===== src/rtl/spi_sd_pkg.sv =====
// Shared SD-card SPI definitions: response types, transmitter states and
// response framing constants used by both the command and response paths.
package spi_sd_pkg;

    typedef enum logic [1:0] {
        RESP_R1  = 2'd0,
        RESP_R3  = 2'd1,
        RESP_R7  = 2'd2,
        RESP_R1B = 2'd3
    } resp_type_e;

    typedef enum logic [1:0] {
        IDLE = 2'd0,
        NCR  = 2'd1,
        SEND = 2'd2,
        BUSY = 2'd3
    } tx_state_e;

    localparam logic [7:0] FILL_BYTE       = 8'hFF;
    localparam int         RESP_BITS_SHORT = 8;
    localparam int         RESP_BITS_LONG  = 40;

    // R3 and R7 carry a 32-bit word after the R1 byte.
    function automatic logic is_long_resp(resp_type_e t);
        return (t == RESP_R3) || (t == RESP_R7);
    endfunction

endpackage


===== src/rtl/spi_sck_edge_detect.sv =====
// Detects SCK edges in the system clock domain; SCK is already synchronous
// to clock, so a single history register is enough.
module spi_sck_edge_detect (
    input  logic clock,
    input  logic reset,
    input  logic sck,
    output logic fall,
    output logic rise
);

    logic sck_q;

    // NOTE: state registers use non-blocking assignment so every flop
    // samples the pre-edge value of its inputs.
    always_ff @(posedge clock or posedge reset) begin
        if (reset) sck_q <= 1'b0;
        else       sck_q <= sck;
    end

    assign fall = sck_q & ~sck;
    assign rise = ~sck_q & sck;

endmodule


===== src/rtl/spi_response_transmitter.sv =====
// SD-card MISO response serializer: NCR filler, R1/R3/R7 token and R1b busy
// phase, shifted out MSB-first on SCK falling edges (SPI mode 0).
module spi_response_transmitter
    import spi_sd_pkg::*;
#(
    parameter int NCR_BYTES  = 1,
    parameter int BUSY_BYTES = 2
) (
    input  logic        clock,
    input  logic        reset,
    input  logic        io_SCK,
    input  logic        io_CS,
    input  logic        io_Start,
    input  logic [1:0]  io_ResponseType,
    input  logic [7:0]  io_R1,
    input  logic [31:0] io_Payload,
    output logic        io_DO,
    output logic        io_Ready,
    output logic        io_Done,
    output logic        io_Aborted
);

    localparam logic [7:0] NCR_LAST_BYTE  = 8'(NCR_BYTES - 1);
    localparam logic [7:0] BUSY_LAST_BYTE = 8'(BUSY_BYTES - 1);
    localparam logic [7:0] LONG_LAST_BYTE = 8'(RESP_BITS_LONG / 8 - 1);

    tx_state_e   state_q, state_d;
    resp_type_e  type_q, type_d;
    logic [39:0] shift_q, shift_d;
    logic [2:0]  bit_cnt_q, bit_cnt_d;
    logic [7:0]  byte_cnt_q, byte_cnt_d;
    logic        done_q, done_d;
    logic        abort_q, abort_d;
    logic        sck_fall;
    logic        sck_rise;
    logic        last_bit;

    spi_sck_edge_detect u_sck_edge (
        .clock (clock),
        .reset (reset),
        .sck   (io_SCK),
        .fall  (sck_fall),
        .rise  (sck_rise)
    );

    assign last_bit = (bit_cnt_q == 3'd0) && (byte_cnt_q == 8'd0);

    always_comb begin
        // NOTE: every _d gets its hold value first, so no path through the
        // case can leave a signal unassigned and infer a latch.
        state_d    = state_q;
        type_d     = type_q;
        shift_d    = shift_q;
        bit_cnt_d  = bit_cnt_q;
        byte_cnt_d = byte_cnt_q;
        done_d     = 1'b0;
        abort_d    = 1'b0;

        if (state_q == IDLE) begin
            if (io_Start && !io_CS) begin
                type_d     = resp_type_e'(io_ResponseType);
                shift_d    = is_long_resp(resp_type_e'(io_ResponseType))
                             ? {io_R1, io_Payload} : {io_R1, {4{FILL_BYTE}}};
                bit_cnt_d  = 3'd7;
                byte_cnt_d = NCR_LAST_BYTE;
                state_d    = NCR;
            end
        end else if (io_CS) begin
            // Host dropped the transfer; abort wins over any pending edge.
            state_d = IDLE;
            abort_d = 1'b1;
        end else if (sck_fall) begin
            bit_cnt_d = bit_cnt_q - 3'd1;
            if (bit_cnt_q == 3'd0) byte_cnt_d = byte_cnt_q - 8'd1;
            if (state_q == SEND) shift_d = {shift_q[38:0], 1'b1};

            if (last_bit) begin
                bit_cnt_d = 3'd7;
                unique case (state_q)
                    NCR: begin
                        state_d    = SEND;
                        byte_cnt_d = is_long_resp(type_q) ? LONG_LAST_BYTE : 8'd0;
                    end
                    SEND: begin
                        if (type_q == RESP_R1B) begin
                            state_d    = BUSY;
                            byte_cnt_d = BUSY_LAST_BYTE;
                        end else begin
                            state_d = IDLE;
                            done_d  = 1'b1;
                        end
                    end
                    BUSY: begin
                        state_d = IDLE;
                        done_d  = 1'b1;
                    end
                    default: state_d = IDLE;
                endcase
            end
        end
    end

    always_ff @(posedge clock or posedge reset) begin
        if (reset) begin
            state_q    <= IDLE;
            type_q     <= RESP_R1;
            shift_q    <= '0;
            bit_cnt_q  <= '0;
            byte_cnt_q <= '0;
            done_q     <= 1'b0;
            abort_q    <= 1'b0;
        end else begin
            state_q    <= state_d;
            type_q     <= type_d;
            shift_q    <= shift_d;
            bit_cnt_q  <= bit_cnt_d;
            byte_cnt_q <= byte_cnt_d;
            done_q     <= done_d;
            abort_q    <= abort_d;
        end
    end

    always_comb begin
        unique case (state_q)
            SEND:    io_DO = shift_q[39];
            BUSY:    io_DO = 1'b0;
            default: io_DO = 1'b1;
        endcase
    end

    assign io_Ready   = (state_q == IDLE);
    assign io_Done    = done_q;
    assign io_Aborted = abort_q;

endmodule

===== config.mk =====
export PLATFORM = sky130hd
export DESIGN_NAME = spi_response_transmitter
export DESIGN_NICKNAME = d
export VERILOG_FILES = /design/src/rtl/spi_sd_pkg.sv /design/src/rtl/spi_sck_edge_detect.sv /design/src/rtl/spi_response_transmitter.sv
export SDC_FILE = /design/constraint.sdc
export NUM_CORES = 1
export LEC_CHECK = 0
export ABC_AREA = 1
export CAP_MARGIN = 25
export CORE_ASPECT_RATIO = 1.1
export CORE_MARGIN = 8
export CORE_UTILIZATION = 35
export CTS_CLUSTER_SIZE = 24
export DETAILED_ROUTE_END_ITERATION = 8
export SKIP_CTS_REPAIR_TIMING = 1
export SYNTH_ARGS = -nofsm -noshare
export SYNTH_HDL_FRONTEND = slang
export SYNTH_SLANG_ARGS = --single-unit

===== constraint.sdc =====
create_clock -name clock -period 2.4 [get_ports clock]
set_input_delay 0.48 -clock clock [delete_from_list [all_inputs] [get_ports clock]]
set_output_delay 0.48 -clock clock [all_outputs]
set_load 0.03 [all_outputs]

### Word level (Yosys, flattened, before mapping)

Index checks and enable logic that the tools add are counted.

* flip-flop bits (word level): 58
* bits of input ports: 47
* output and inout port bits: 4
* word-level logic and storage cells: 74

* $add $sub $neg: 2
* eq/ne operators: 10
* muxes and demuxes: 36
* bitwise operators: 2
* reduce and logical (&&, ||, !) cells: 16

Operator list (count)
* $mux 40: 5
* $mux 8: 7
* $mux 32: 1
* $mux 3: 6
* $pmux 8 s2: 1
* $mux 2: 6
* $eq 2x2->1 const B: 5
* $logic_not 8->1: 1
* $sub 8x1->8 const B: 1
* $mux 1: 7
* $eq 2x1->1 const B: 3
* $reduce_and 3->1: 2
* $reduce_bool 3->1: 2
* $ne 2x1->1 const B: 2
* $pmux 1 s2: 2
* $pmux 2 s2: 1
* $reduce_and 4->1: 1
* $reduce_bool 2->1: 2
* $logic_not 3->1: 1
* $sub 3x1->3 const B: 1
* $logic_and 1x1->1: 2
* $logic_not 2->1: 1
* $logic_or 1x1->1: 2
* $reduce_and 2->1: 1
* 3 further kinds: 3

### Depth between registers and ports, before layout

* depth after elaboration: 8
* depth in mapped cells: 10
* depth with buffers taken out: 10

### By module

From an unflattened synthesis, not the netlist that was laid out.

* cell total of the unflattened synthesis: 421
* area total of the unflattened synthesis: 3062.9 sq um

Modules (own cells, without submodules)
* spi_response_transmitter: times used 1, cells an instance 415, area each 3019.1 sq um, seq. area each 1426.4 sq um
* spi_sck_edge_detect: times used 1, cells an instance 6, area each 43.8 sq um, seq. area each 25.0 sq um

### Worst setup path after synthesis

Ideal clock, no wire load.

* kind: register -> register
* start point: reg state_q[0]
* end point: reg shift_q[39]
* setup time: 0.126 ns
* data arrival time: 1.747 ns
* required time: 2.274 ns
* path slack: 0.527 ns
* cell stages (with the launch flop): 9
* buffers on the path: 1
* period minus slack after synthesis: 1.873 ns
* cell sequence: dfrtp_1 -> inv_1 -> ha_1 -> nand3_2 -> inv_1 -> nor2_4 -> a21oi_4 -> clkbuf_2 -> o21ai_0

* word-level cells in the longest chain between the ends: 3
* elaborated cells on any way between the ends: 8
* classes of those cells: eq/ne (3); mux (1); reduce/logical (4)

Ends and longest elaborated chain
* start: declaration: RTL line spi_response_transmitter.sv:27 `tx_state_e state_q, state_d;`
* start signal: assignment: RTL line spi_response_transmitter.sv:113 `state_q <= state_d;`
* $logic_not 2->1 *
* via io_Ready: RTL line spi_response_transmitter.sv:18 `output logic io_Ready,`
* $ne 2x1->1 (no source line) / $reduce_bool 2->1 (equally long branches)
* $reduce_and 4->1 (no source line)
* end signal: assignment: RTL line spi_response_transmitter.sv:115 `shift_q <= shift_d;`
* end: declaration: RTL line spi_response_transmitter.sv:29 `logic [39:0] shift_q, shift_d;`

Mark *: on every way through the listed nets, which the timed path passes. The rest lies on a longest branch.
A chain may end at the register's enable or synchronous reset.

### Worst setup path in the final report

* start point: reg state_q[0]
* end point: reg shift_q[26]

* word-level cells in the longest chain between the ends: 3
* elaborated cells on any way between the ends: 8
* classes of those cells: eq/ne (3); mux (1); reduce/logical (4)

Ends and longest elaborated chain (RTL line)
* $eq 2x2->1 / $logic_not 2->1 (equally long branches): spi_response_transmitter.sv:75, spi_response_transmitter.sv:59
* $reduce_bool 2->1 (no source line) / $ne 2x1->1 (equally long branches)
* $reduce_and 4->1 (no source line)

Parallel ways exist; a longest one is shown, timed or not.

==> impl_metrics.csv <==
group,metric,value,unit
drt,routed-via-count,2849,
worst_setup_path,slowest_stage,"dfrtp_1",
global_routing,antenna_found_initial,0,
logic_synthesis,syn_area_per_cell,7.25,sq um
drt,drc,0,
die,core.rowCount,37,
drt,vias_per_cell,4.62,
worst_setup_path,start_kind,"register",
logic_synthesis,synthCells,446,
logic_synthesis,syn_area,0.00324,sq mm
global_routing,grt-ovfl-total,0,
global_routing,grt_max_degree,81,
global_routing,track_usage,12.2,%
power,p_per_area,1060,mW/mm^2
die,coreArea,0.00917,sq mm
drt,dr.pass1.iters,4,
logic_synthesis,synthXorXnorAreaFrac,1.08,%
logic_synthesis,synth_cell_types,27,
sta,slew_violations,0,
cells_and_area,antennaDiodeCount,0,
clock_network,cts_sinks,58,
die,dieArea,0.0126,sq mm
power,ir_drop,0.366,mV
placement,portBuffers,50,
placement,gp_congestion,0.812,
logic_synthesis,synth_nets,501,
worst_setup_path,path_class,"reg -> reg",
logic_synthesis,ys_seq_area_share,44.9,%
worst_setup_path,crit_fanout,40,
sta,period_share,89.4,%
worst_setup_path,critPathMaxStageDelay,410,ps
placement,post-place-cells,600,
sta,tns,0,ps
worst_setup_path,crit_required,2650,ps
worst_setup_path,cpLargestDelayFamily,"buffers and inverters",
die,io_pins,51,
logic_synthesis,synth-edff-count,0,
run_status,status,"complete, no violations",
cells_and_area,fin_nets,550,
power,leakage,2.04,nW
logic_synthesis,synth_compound_area_share,9.94,%
clock_network,cts_max_path_buffers,2,
sta,relSlewSlack,70.3,%
logic_synthesis,yosysMostFrequentCell,"nand2_1",
die,initial_core_util,35.3,%
logic_synthesis,ys_warn_count,0,
drt,ant_nets,0,
clock_network,htree_levels,3,
worst_setup_path,path_cells,"inv_1 > ha_1 > inv_2 > nand2_1 > nor2_4 > nor2_4 > a21oi_4 > buf_12 > nand3_1 > o21ai_0",
logic_synthesis,synth_top_family_by_area,"simple AND/OR/NAND/NOR gates",
worst_setup_path,crit_path_frequent_cell,"nor2_4",
logic_synthesis,ys_ff_latch,58,
logic_synthesis,synthAdderAreaFrac,3.09,%
clock_network,tritoncts,"built",
clock_network,ctsRootBufferMaster,"clkbuf_8",
sta,rsz0062_at_grt,"false",
logic_synthesis,synthSimpleGateAreaFrac,26.4,%
power,total_power,4.32,mW
cells_and_area,final_core_utilization,44.6,%
sta,hold_viol,0,
logic_synthesis,synth_top_flop_cell,"dfrtp_1",
logic_synthesis,ys_top_cells_by_count,"nand2_1 (127), inv_1 (95), dfrtp_1 (58), o21ai_0 (48), nand3_1 (43)",
logic_synthesis,synthDominantAreaCellType,"dfrtp_1",
worst_setup_path,arrival,2400,ps
drt,wl_per_cell,11.6,um
clock_network,cts_made_buffers,9,
cells_and_area,areaGrowthSynthToFinish,26.3,%
drt,wl,7180,um
cells_and_area,layout-drive-gt1-share,6.20,%
cells_and_area,instances_no_fill,617,
worst_setup_path,critPathBufInv,3,
sta,skew,6.59,ps
clock_network,clock_latency,340,ps
sta,fin_crit,2150,ps
logic_synthesis,muxShareOfSynthArea,0,%
sta,finalSetupViolCount,0,
global_routing,grt_pass1_wl,12300,um
worst_setup_path,worstSetupEndpointType,"register",
clock_network,clk_pin_slew,70,ps
die,die_w,108,um
global_routing,grt_pass1_vias,2768,
run,maxCapViolCount,0,
logic_synthesis,synth_top_area_share,44.9,%
placement,dpl.hpwl,4680,um
sta,tightest_slew,445,ps
sta,clock.fmax,466,MHz
worst_setup_path,rrSetupSlack,250,ps
die,die_h,117,um
drt,drt_iter0_markers,143,
sta,whs,488,ps
logic_synthesis,async_flop_share,100,%
logic_synthesis,synth_area_leaders,"dfrtp_1 (45%), nand2_1 (15%), inv_1 (11%), o21ai_0 (7.4%), nand3_1 (6.7%)",
min_path,worstHoldPathType,"reg -> reg",
==> cell usage in the layout, fill, tap and decap left out, drive strengths merged <==
master / count
nand2: 127
inv: 97
dfrtp: 58
o21ai: 52
clkdlybuf4s50: 48
nand3: 44
nor2: 21
clkbuf: 12
ha: 8
nand4: 6
a21oi: 5
buf: 5
xnor2: 2
nor3: 2
xor2: 2
bufinv: 2
clkinv: 2
dlymetal6s2s: 2
nand3b: 1
o21bai: 1
a31oi: 1
o31ai: 1
clkinvlp: 1
==> worst paths after layout <==
path,from,to,cells after the start
min reg2reg,type_q[1]$_DFFE_PP0P_,type_q[1]$_DFFE_PP0P_,2
min,type_q[1]$_DFFE_PP0P_,type_q[1]$_DFFE_PP0P_,2
max in group asynchronous,reset,u_sck_edge.sck_q$_DFF_PP0_,3
max,state_q[0]$_DFFE_PP0P_,shift_q[26]$_DFFE_PP0P_,10
max reg2reg,state_q[0]$_DFFE_PP0P_,shift_q[26]$_DFFE_PP0P_,10
min in group asynchronous,reset,shift_q[36]$_DFFE_PP0P_,3
==> per-stage QoR <==
step,cell area (sq um),setup WS [ps]
after floorplan,3240,492
after global placement,3840,287
after detailed placement,3840,256
after CTS,4060,-102
after global routing,4090,4.17
final,4090,253
==> sequential cells by signal (all words and copies together) (netlist names) <==
name and cells:
byte_cnt_q 8, io_Aborted 1, bit_cnt_q 3, shift_q 40
u_sck_edge.sck_q 1, state_q 2, io_Done 1, type_q 2
==> cell families (layout without fill, tap and decap cells) <==
group	Yosys count	after routing
simple gates	201	201
buf+inv	115	169
compound gates	60	60
flops	58	58
fa+ha+maj	8	8
xor+xnor	4	4
==> tightest hold or removal path, stage by stage (launching register included) <==
cell	delay, ps
dfrtp_1	340
nand2_1	60
nand2_1	60
==> final cells by class <==
class                   instances  area (sq um)
fillers                       947          5080
flip-flops and latches         58          1450
multi-input cells             273          1310
repair buffers                 56           593
inverters                      97           364
well taps                     117           146
clock buffers                  11           141
clock inverters                 5          77.6
==> per-layer routing <==
layer / routed length [um] / track usage [%] / vias to the layer above
met1: 3330 / 15.4 / 1313
met4: 111 / 6.11 / 0
met2: 3300 / 18.9 / 70
met3: 430 / 3.29 / 10
li1: - / - / 1456
met5: 0 / 0 / -
==> report_power, final <==
group | internal (mW) | leakage, nW | switching [mW]
clock | 0.610 | 0.109 | 0.397
combinational | 0.629 | 1.22 | 1.14
sequential | 1.40 | 0.710 | 0.146
total | 2.64 | 2.04 | 1.68
(Power assumes the default switching activity.)
